### config.mk
export PLATFORM = sky130hd
export DESIGN_NAME = biriscv_trace_arb
export DESIGN_NICKNAME = d
export VERILOG_FILES = /design/src/rtl/biriscv_trace_arb.sv
export SDC_FILE = /design/constraint.sdc
export NUM_CORES = 2
export LEC_CHECK = 0
export ABC_AREA = 0
export ABC_CLOCK_PERIOD_IN_PS = 30000
export CAP_MARGIN = 20
export CORE_MARGIN = 2
export CORE_UTILIZATION = 65
export CTS_BUF_LIST = sky130_fd_sc_hd__clkbuf_8 sky130_fd_sc_hd__clkbuf_16
export DETAILED_ROUTE_END_ITERATION = 8
export MAX_ROUTING_LAYER = met4
export PLACE_DENSITY_LB_ADDON = 0.25
export SYNTH_ARGS = -nofsm -noshare
export SYNTH_HDL_FRONTEND = slang
export SYNTH_SLANG_ARGS = --single-unit
### constraint.sdc
create_clock -name clk_i -period 30 [get_ports clk_i]
set_input_delay 4.5 -clock clk_i [delete_from_list [all_inputs] [get_ports clk_i]]
set_output_delay 4.5 -clock clk_i [all_outputs]
set_load 0.02 [all_outputs]
### src/rtl/biriscv_trace_arb.sv
// biriscv_trace_arb: dual-retire trace serializer. Two retires per cycle in, one
// entry per cycle out in program order, tagged with a retire sequence number.
// Latency: a pushed entry that becomes the head appears on the outputs on the next cycle.
// Backpressure: the head is held stable while ready_i=0. Retires that find no
// space are dropped, counted and flagged sticky.
//
// Ports:
//   clk_i, rst_i          clock and synchronous active-high reset
//   enable_i              capture enable; when low, retires are ignored entirely
//   flush_i               clears FIFO, overflow and drop count; seq keeps running
//   valid0/pc0/opcode0    older retire (pipe0)
//   valid1/pc1/opcode1    younger retire (pipe1)
//   valid_o/pc_o/opcode_o/seq_o  head entry, zeroed when empty; ready_i pops it
//   level_o               occupancy
//   overflow_o            sticky drop flag
//   drop_count_o          saturating drop counter
module biriscv_trace_arb #(
  parameter int DEPTH  = 8,
  parameter int ADDR_W = 3
) (
  input  logic              clk_i,
  input  logic              rst_i,
  input  logic              enable_i,
  input  logic              flush_i,
  input  logic              valid0_i,
  input  logic [31:0]       pc0_i,
  input  logic [31:0]       opcode0_i,
  input  logic              valid1_i,
  input  logic [31:0]       pc1_i,
  input  logic [31:0]       opcode1_i,
  output logic              valid_o,
  output logic [31:0]       pc_o,
  output logic [31:0]       opcode_o,
  output logic [31:0]       seq_o,
  input  logic              ready_i,
  output logic [ADDR_W:0]   level_o,
  output logic              overflow_o,
  output logic [15:0]       drop_count_o
);

  localparam int LW = ADDR_W + 1;
  localparam logic [LW-1:0] DEPTH_L = LW'(DEPTH);

  logic [31:0]       pc_mem_q  [DEPTH];
  logic [31:0]       op_mem_q  [DEPTH];
  logic [31:0]       seq_mem_q [DEPTH];

  logic [ADDR_W-1:0] wr_ptr_q, wr_ptr_d, rd_ptr_q, rd_ptr_d, wr_ptr_p1;
  logic [LW-1:0]     level_q, level_d, space;
  logic [31:0]       seq_q, seq_d;
  logic              overflow_q, overflow_d;
  logic [15:0]       drop_cnt_q, drop_cnt_d;

  logic [1:0]        n_push, n_kept, n_drop;
  logic              head_vld, pop;
  logic [31:0]       e0_pc, e0_op, e1_seq;
  logic [16:0]       drop_sum;

  always_comb begin
    n_push = enable_i ? (2'(valid0_i) + 2'(valid1_i)) : 2'd0;

    // Space is taken from the start-of-cycle level; a same-cycle pop does not help.
    space = DEPTH_L - level_q;
    if (space >= LW'(n_push)) begin
      n_kept = n_push;
    end else begin
      n_kept = space[1:0];  // space < n_push <= 2 here, so the slice is exact
    end
    n_drop = n_push - n_kept;

    // First stored entry is pipe0 if present, otherwise a lone pipe1.
    // The second slot is only used when both pipes are valid and both fit.
    e0_pc     = valid0_i ? pc0_i     : pc1_i;
    e0_op     = valid0_i ? opcode0_i : opcode1_i;
    e1_seq    = seq_q + 32'd1;
    wr_ptr_p1 = wr_ptr_q + ADDR_W'(1);

    head_vld = (level_q != '0);
    pop      = head_vld & ready_i;

    drop_sum   = {1'b0, drop_cnt_q} + 17'(n_drop);
    drop_cnt_d = drop_sum[16] ? 16'hFFFF : drop_sum[15:0];
    overflow_d = overflow_q | (n_drop != 2'd0);

    level_d  = level_q + LW'(n_kept) - LW'(pop);
    wr_ptr_d = wr_ptr_q + ADDR_W'(n_kept);
    rd_ptr_d = rd_ptr_q + ADDR_W'(pop);

    // Sequence advances for every enabled retire, kept, dropped or flushed.
    seq_d = seq_q + 32'(n_push);
  end

  always_ff @(posedge clk_i) begin
    if (rst_i) begin
      wr_ptr_q   <= '0;
      rd_ptr_q   <= '0;
      level_q    <= '0;
      seq_q      <= '0;
      overflow_q <= 1'b0;
      drop_cnt_q <= '0;
    end else begin
      seq_q <= seq_d;
      if (flush_i) begin
        wr_ptr_q   <= '0;
        rd_ptr_q   <= '0;
        level_q    <= '0;
        overflow_q <= 1'b0;
        drop_cnt_q <= '0;
      end else begin
        wr_ptr_q   <= wr_ptr_d;
        rd_ptr_q   <= rd_ptr_d;
        level_q    <= level_d;
        overflow_q <= overflow_d;
        drop_cnt_q <= drop_cnt_d;
      end
    end
  end

  // Storage needs no reset: outputs are masked whenever the FIFO is empty.
  always_ff @(posedge clk_i) begin
    if (!rst_i && !flush_i) begin
      if (n_kept != 2'd0) begin
        pc_mem_q[wr_ptr_q]  <= e0_pc;
        op_mem_q[wr_ptr_q]  <= e0_op;
        seq_mem_q[wr_ptr_q] <= seq_q;
      end
      if (n_kept == 2'd2) begin
        pc_mem_q[wr_ptr_p1]  <= pc1_i;
        op_mem_q[wr_ptr_p1]  <= opcode1_i;
        seq_mem_q[wr_ptr_p1] <= e1_seq;
      end
    end
  end

  assign valid_o      = head_vld;
  assign pc_o         = head_vld ? pc_mem_q[rd_ptr_q]  : 32'd0;
  assign opcode_o     = head_vld ? op_mem_q[rd_ptr_q]  : 32'd0;
  assign seq_o        = head_vld ? seq_mem_q[rd_ptr_q] : 32'd0;
  assign level_o      = level_q;
  assign overflow_o   = overflow_q;
  assign drop_count_o = drop_cnt_q;

endmodule

==> impl_metrics.csv <==
group,metric,value,unit
sta,fin_tns_setup,0,ns
routing,drc_errors,0,
critical_path,r2r-end,"pc_mem_q[3][2]",
routing,drtPass1Iterations,6,
global_route,met3_usage,4.87,%
synthesis,synth-seq-area-share,55.5,%
synthesis,netlist_area,43700,um2
critical_path,r2r_start,"level_o[0]",
cells_and_area,final.fill_count,4030,
global_route,grt_pass1_wl,171000,um
global_route,grt_overflow_total,0,
die,num_io_pins,253,
cts,clk_path_buf_depth,3,
run,max-cap-violations,0,
synthesis,synthMuxAreaShare,27.6,%
critical_path,crit_type,"flop to output pin",
sta,final.period_utilization,34.4,%
synthesis,synth_most_common_cell,"edfxtp_1",
die,row_count,95,
cts,postCtsSetupRepairBufs,0,
critical_path,crit_required,25.50,ns
global_route,first_global_vias,28374,
routing,routedWlPerCell,28.2,um
synthesis,synthFlopType,"edfxtp_1",
cts,tritoncts,"done",
die,die-area,69300,um2
critical_path,critical_path.max_fanout,44,
cts,ctsHtreeMaxLevel,3,
cts,clk_pin_slew,0.06,ns
cts,ctsHoldBuffers,0,
global_route,grt_max_degree,131,
power_and_ir_drop,power_density,60.5,nW/um2
global_route,grtUsageMet2,55.9,%
sta,setup_viol,0,
routing,drtIter0Drc,2834,
power_and_ir_drop,p_leak,15.5,nW
placement,port_buffers,252,
worst_hold_path,holdPathEnd,"overflow_o",
cts,numCtsBuffers,86,
sta,setup_ws,19.69,ns
power_and_ir_drop,ir_drop,0.0746,mV
global_route,use_met1,42.2,%
power_and_ir_drop,p_int,2.18,mW
synthesis,synth_edf_count,768,
synthesis,yosysUniqueCellTypes,48,
routing,viasPerCell,6.79,
synthesis,ys_warn_count,0,
cells_and_area,multiInputGateArea,18400,um2
routing,postRouteAntennaNets,0,
worst_hold_path,hold_path_startpoint,"overflow_o",
critical_path,startpoint_type,"flop",
cells_and_area,syn_to_final_growth,13.8,%
routing,wl,112000,um
sta,clock_skew,0.0236,ns
sta,max_slew_margin,24.2,%
synthesis,synth_fa_ha_area_share,0.756,%
sta,hold_viol_final,0,
synthesis,async_reset_ff_share,0,%
critical_path,ff2ff_path_depth,10,
synthesis,synthTopCellsByCount,"edfxtp_1, mux2_2, xnor2_1",
power_and_ir_drop,p_comb_share,21.9,%
synthesis,synthSimpleGateAreaFrac,3.36,%
sta,period_minus_slack,10.31,ns
cts,clock_latency,0.64,ns
synthesis,syn_avg_cell_area,15.2,um2
synthesis,synth_compound_area_share,4.37,%
synthesis,yosys.area.top_type,"edfxtp_1",
synthesis,yosys.area.top_type_share,52.8,%
worst_hold_path,hold_path.class,"flop to flop",
synthesis,synth_top_family_by_area,"multiplexers",
sta,rsz0062_at_grt,"no",
synthesis,ys_ff_latch,827,
routing,via_count,26989,
synthesis,syn_nets,3031,
power_and_ir_drop,total_power,3.01,mW
sta,worst_pin_slew,1.13,ns
synthesis,synthXorXnorAreaFrac,5.67,%
global_route,antenna_found_initial,3,
global_route,grt_usage,33.5,%
sta,timing.fmax,0.0970,GHz
die,coreArea,66800,um2
critical_path,worstPathArrival,5.81,ns
critical_path,rrSetupSlack,24.80,ns
cells_and_area,drive_gt1_share,32.8,%
global_route,busiest_layer,"met2",
placement,pre_cts_ws,19.89,ns
cts,cts_resized,0,
placement,hpwl,62400,um
run_status,run_status,"finished clean",
die,die_h,263,um
cells_and_area,nets,3185,
synthesis,netlist_instances,2872,
placement,routabilityCongestion,0.889,
power_and_ir_drop,switching_share,27.6,%
synthesis,synthTopCellsByArea,"edfxtp_1, mux2_2, mux4_2",
die,die_width,263,um
die,start_util,65.4,%
critical_path,cp-end-kind,"output pin",
worst_hold_path,holdPathStages,1,
power_and_ir_drop,pwr-share-clk,34.8,%
power_and_ir_drop,pwr-share-seq,43.3,%
sta,slew_viol_final,0,
cells_and_area,regArea,24300,um2
cts,root_buffer,"clkbuf_16",
cts,clock-sinks,827,
power_and_ir_drop,p_sw,0.830,mW
kinds of logic (layout without fill, tap and decap cells):
kind of cell,Yosys count,in the layout
fa+ha+maj,24,24
other cells,0,3
flops,827,827
xor+xnor,283,283
buf+inv,267,494
compound gates,280,280
mux,890,890
simple gates,301,301
layer usage:
metal / part of all wire, % / vias up
li1: - / 11547
met1: 38 / 13834
met2: 51 / 1358
met3: 8.0 / 250
met4: 3.1 / 0
met5: 0 / -
area by class of cell:
class	instances	share of cell area [%]
Clock inverter	70	1.02
Inverter	19	0.143
Sequential cell	827	48.8
Antenna cell	3	0.0151
Clock buffer	91	4.54
Timing Repair Buffer	314	6.20
Tap cell	873	2.20
Multi-Input combinational cell	1778	37.1
critical path: stages, from the launching register on:
cell and delay (ns):
dfxtp_4 0.77, buf_4 0.83, buf_4 0.84, buf_4 0.86, mux4_2 0.60, mux2i_1 0.47
nor2_1 0.08, clkdlybuf4s50_1 0.58
worst max path at each step:
stage,start,to,slack [ns],cells after the start
2_1_floorplan,valid0_i,op_mem_q[4][0],16.25,8
3_3_place_gp,valid1_i,pc_mem_q[1][4],19.94,11
3_5_place_dp,valid1_i,op_mem_q[1][23],19.89,11
4_1_cts,rd_ptr_q[0],seq_o[1],19.54,7
5_1_grt,rd_ptr_q[0],seq_o[1],19.25,7
6_report,rd_ptr_q[0],seq_o[1],19.69,7
layout by cell type, fill, tap and decap left out, types with 8 or more instances in the layout:
master | netlist | layout
nand3_1 | 26 | 26
o211ai_1 | 173 | 173
mux4_2 | 192 | 192
edfxtp_1 | 768 | 768
o21ai_4 | 0 | 16
ha_1 | 20 | 20
inv_1 | 19 | 34
clkbuf_16 | 0 | 89
clkinv_1 | 0 | 24
clkdlybuf4s50_1 | 0 | 251
mux2i_1 | 97 | 97
o21ai_0 | 54 | 46
and2_1 | 17 | 16
o21ai_1 | 8 | 8
buf_4 | 6 | 53
nor2_1 | 151 | 146
dfxtp_1 | 59 | 56
clkinv_2 | 0 | 18
nand4_1 | 19 | 19
a21oi_1 | 21 | 20
xnor2_1 | 256 | 256
and3_1 | 17 | 17
mux2_2 | 601 | 601
xor2_1 | 27 | 27
nand2_1 | 18 | 18
nor3_1 | 15 | 14
power by group through the flow:
stage / clock network, mW / registers (mW) / logic, mW
6_report: 1.05 / 1.30 / 0.658
5_1_grt: 1.10 / 1.30 / 0.697
4_1_cts: 1.05 / 1.30 / 0.659
3_5_place_dp: 0 / 1.33 / 0.656
3_3_place_gp: 0 / 1.32 / 0.643
2_1_floorplan: 0 / 1.32 / 0.380
per-stage QoR:
stage	utilization [%]	instances	instance area, um2	hold WS [ns]
2_1_floorplan	-	2872	43700	0.549
3_3_place_gp	70.0	3802	46800	0.480
3_5_place_dp	70.0	3802	46800	0.491
4_1_cts	74.2	3963	49600	0.505
5_1_grt	74.4	3975	49700	0.507
6_report	74.4	3975	49700	0.513
flip-flops by register name, summed over array words and instances (netlist names):
name,cells
drop_count_o,16
level_o,4
seq_mem_q,256
seq_q,32
wr_ptr_q,3
overflow_o,1
pc_mem_q,256
rd_ptr_q,3
op_mem_q,256
(Power assumes the default switching activity.)
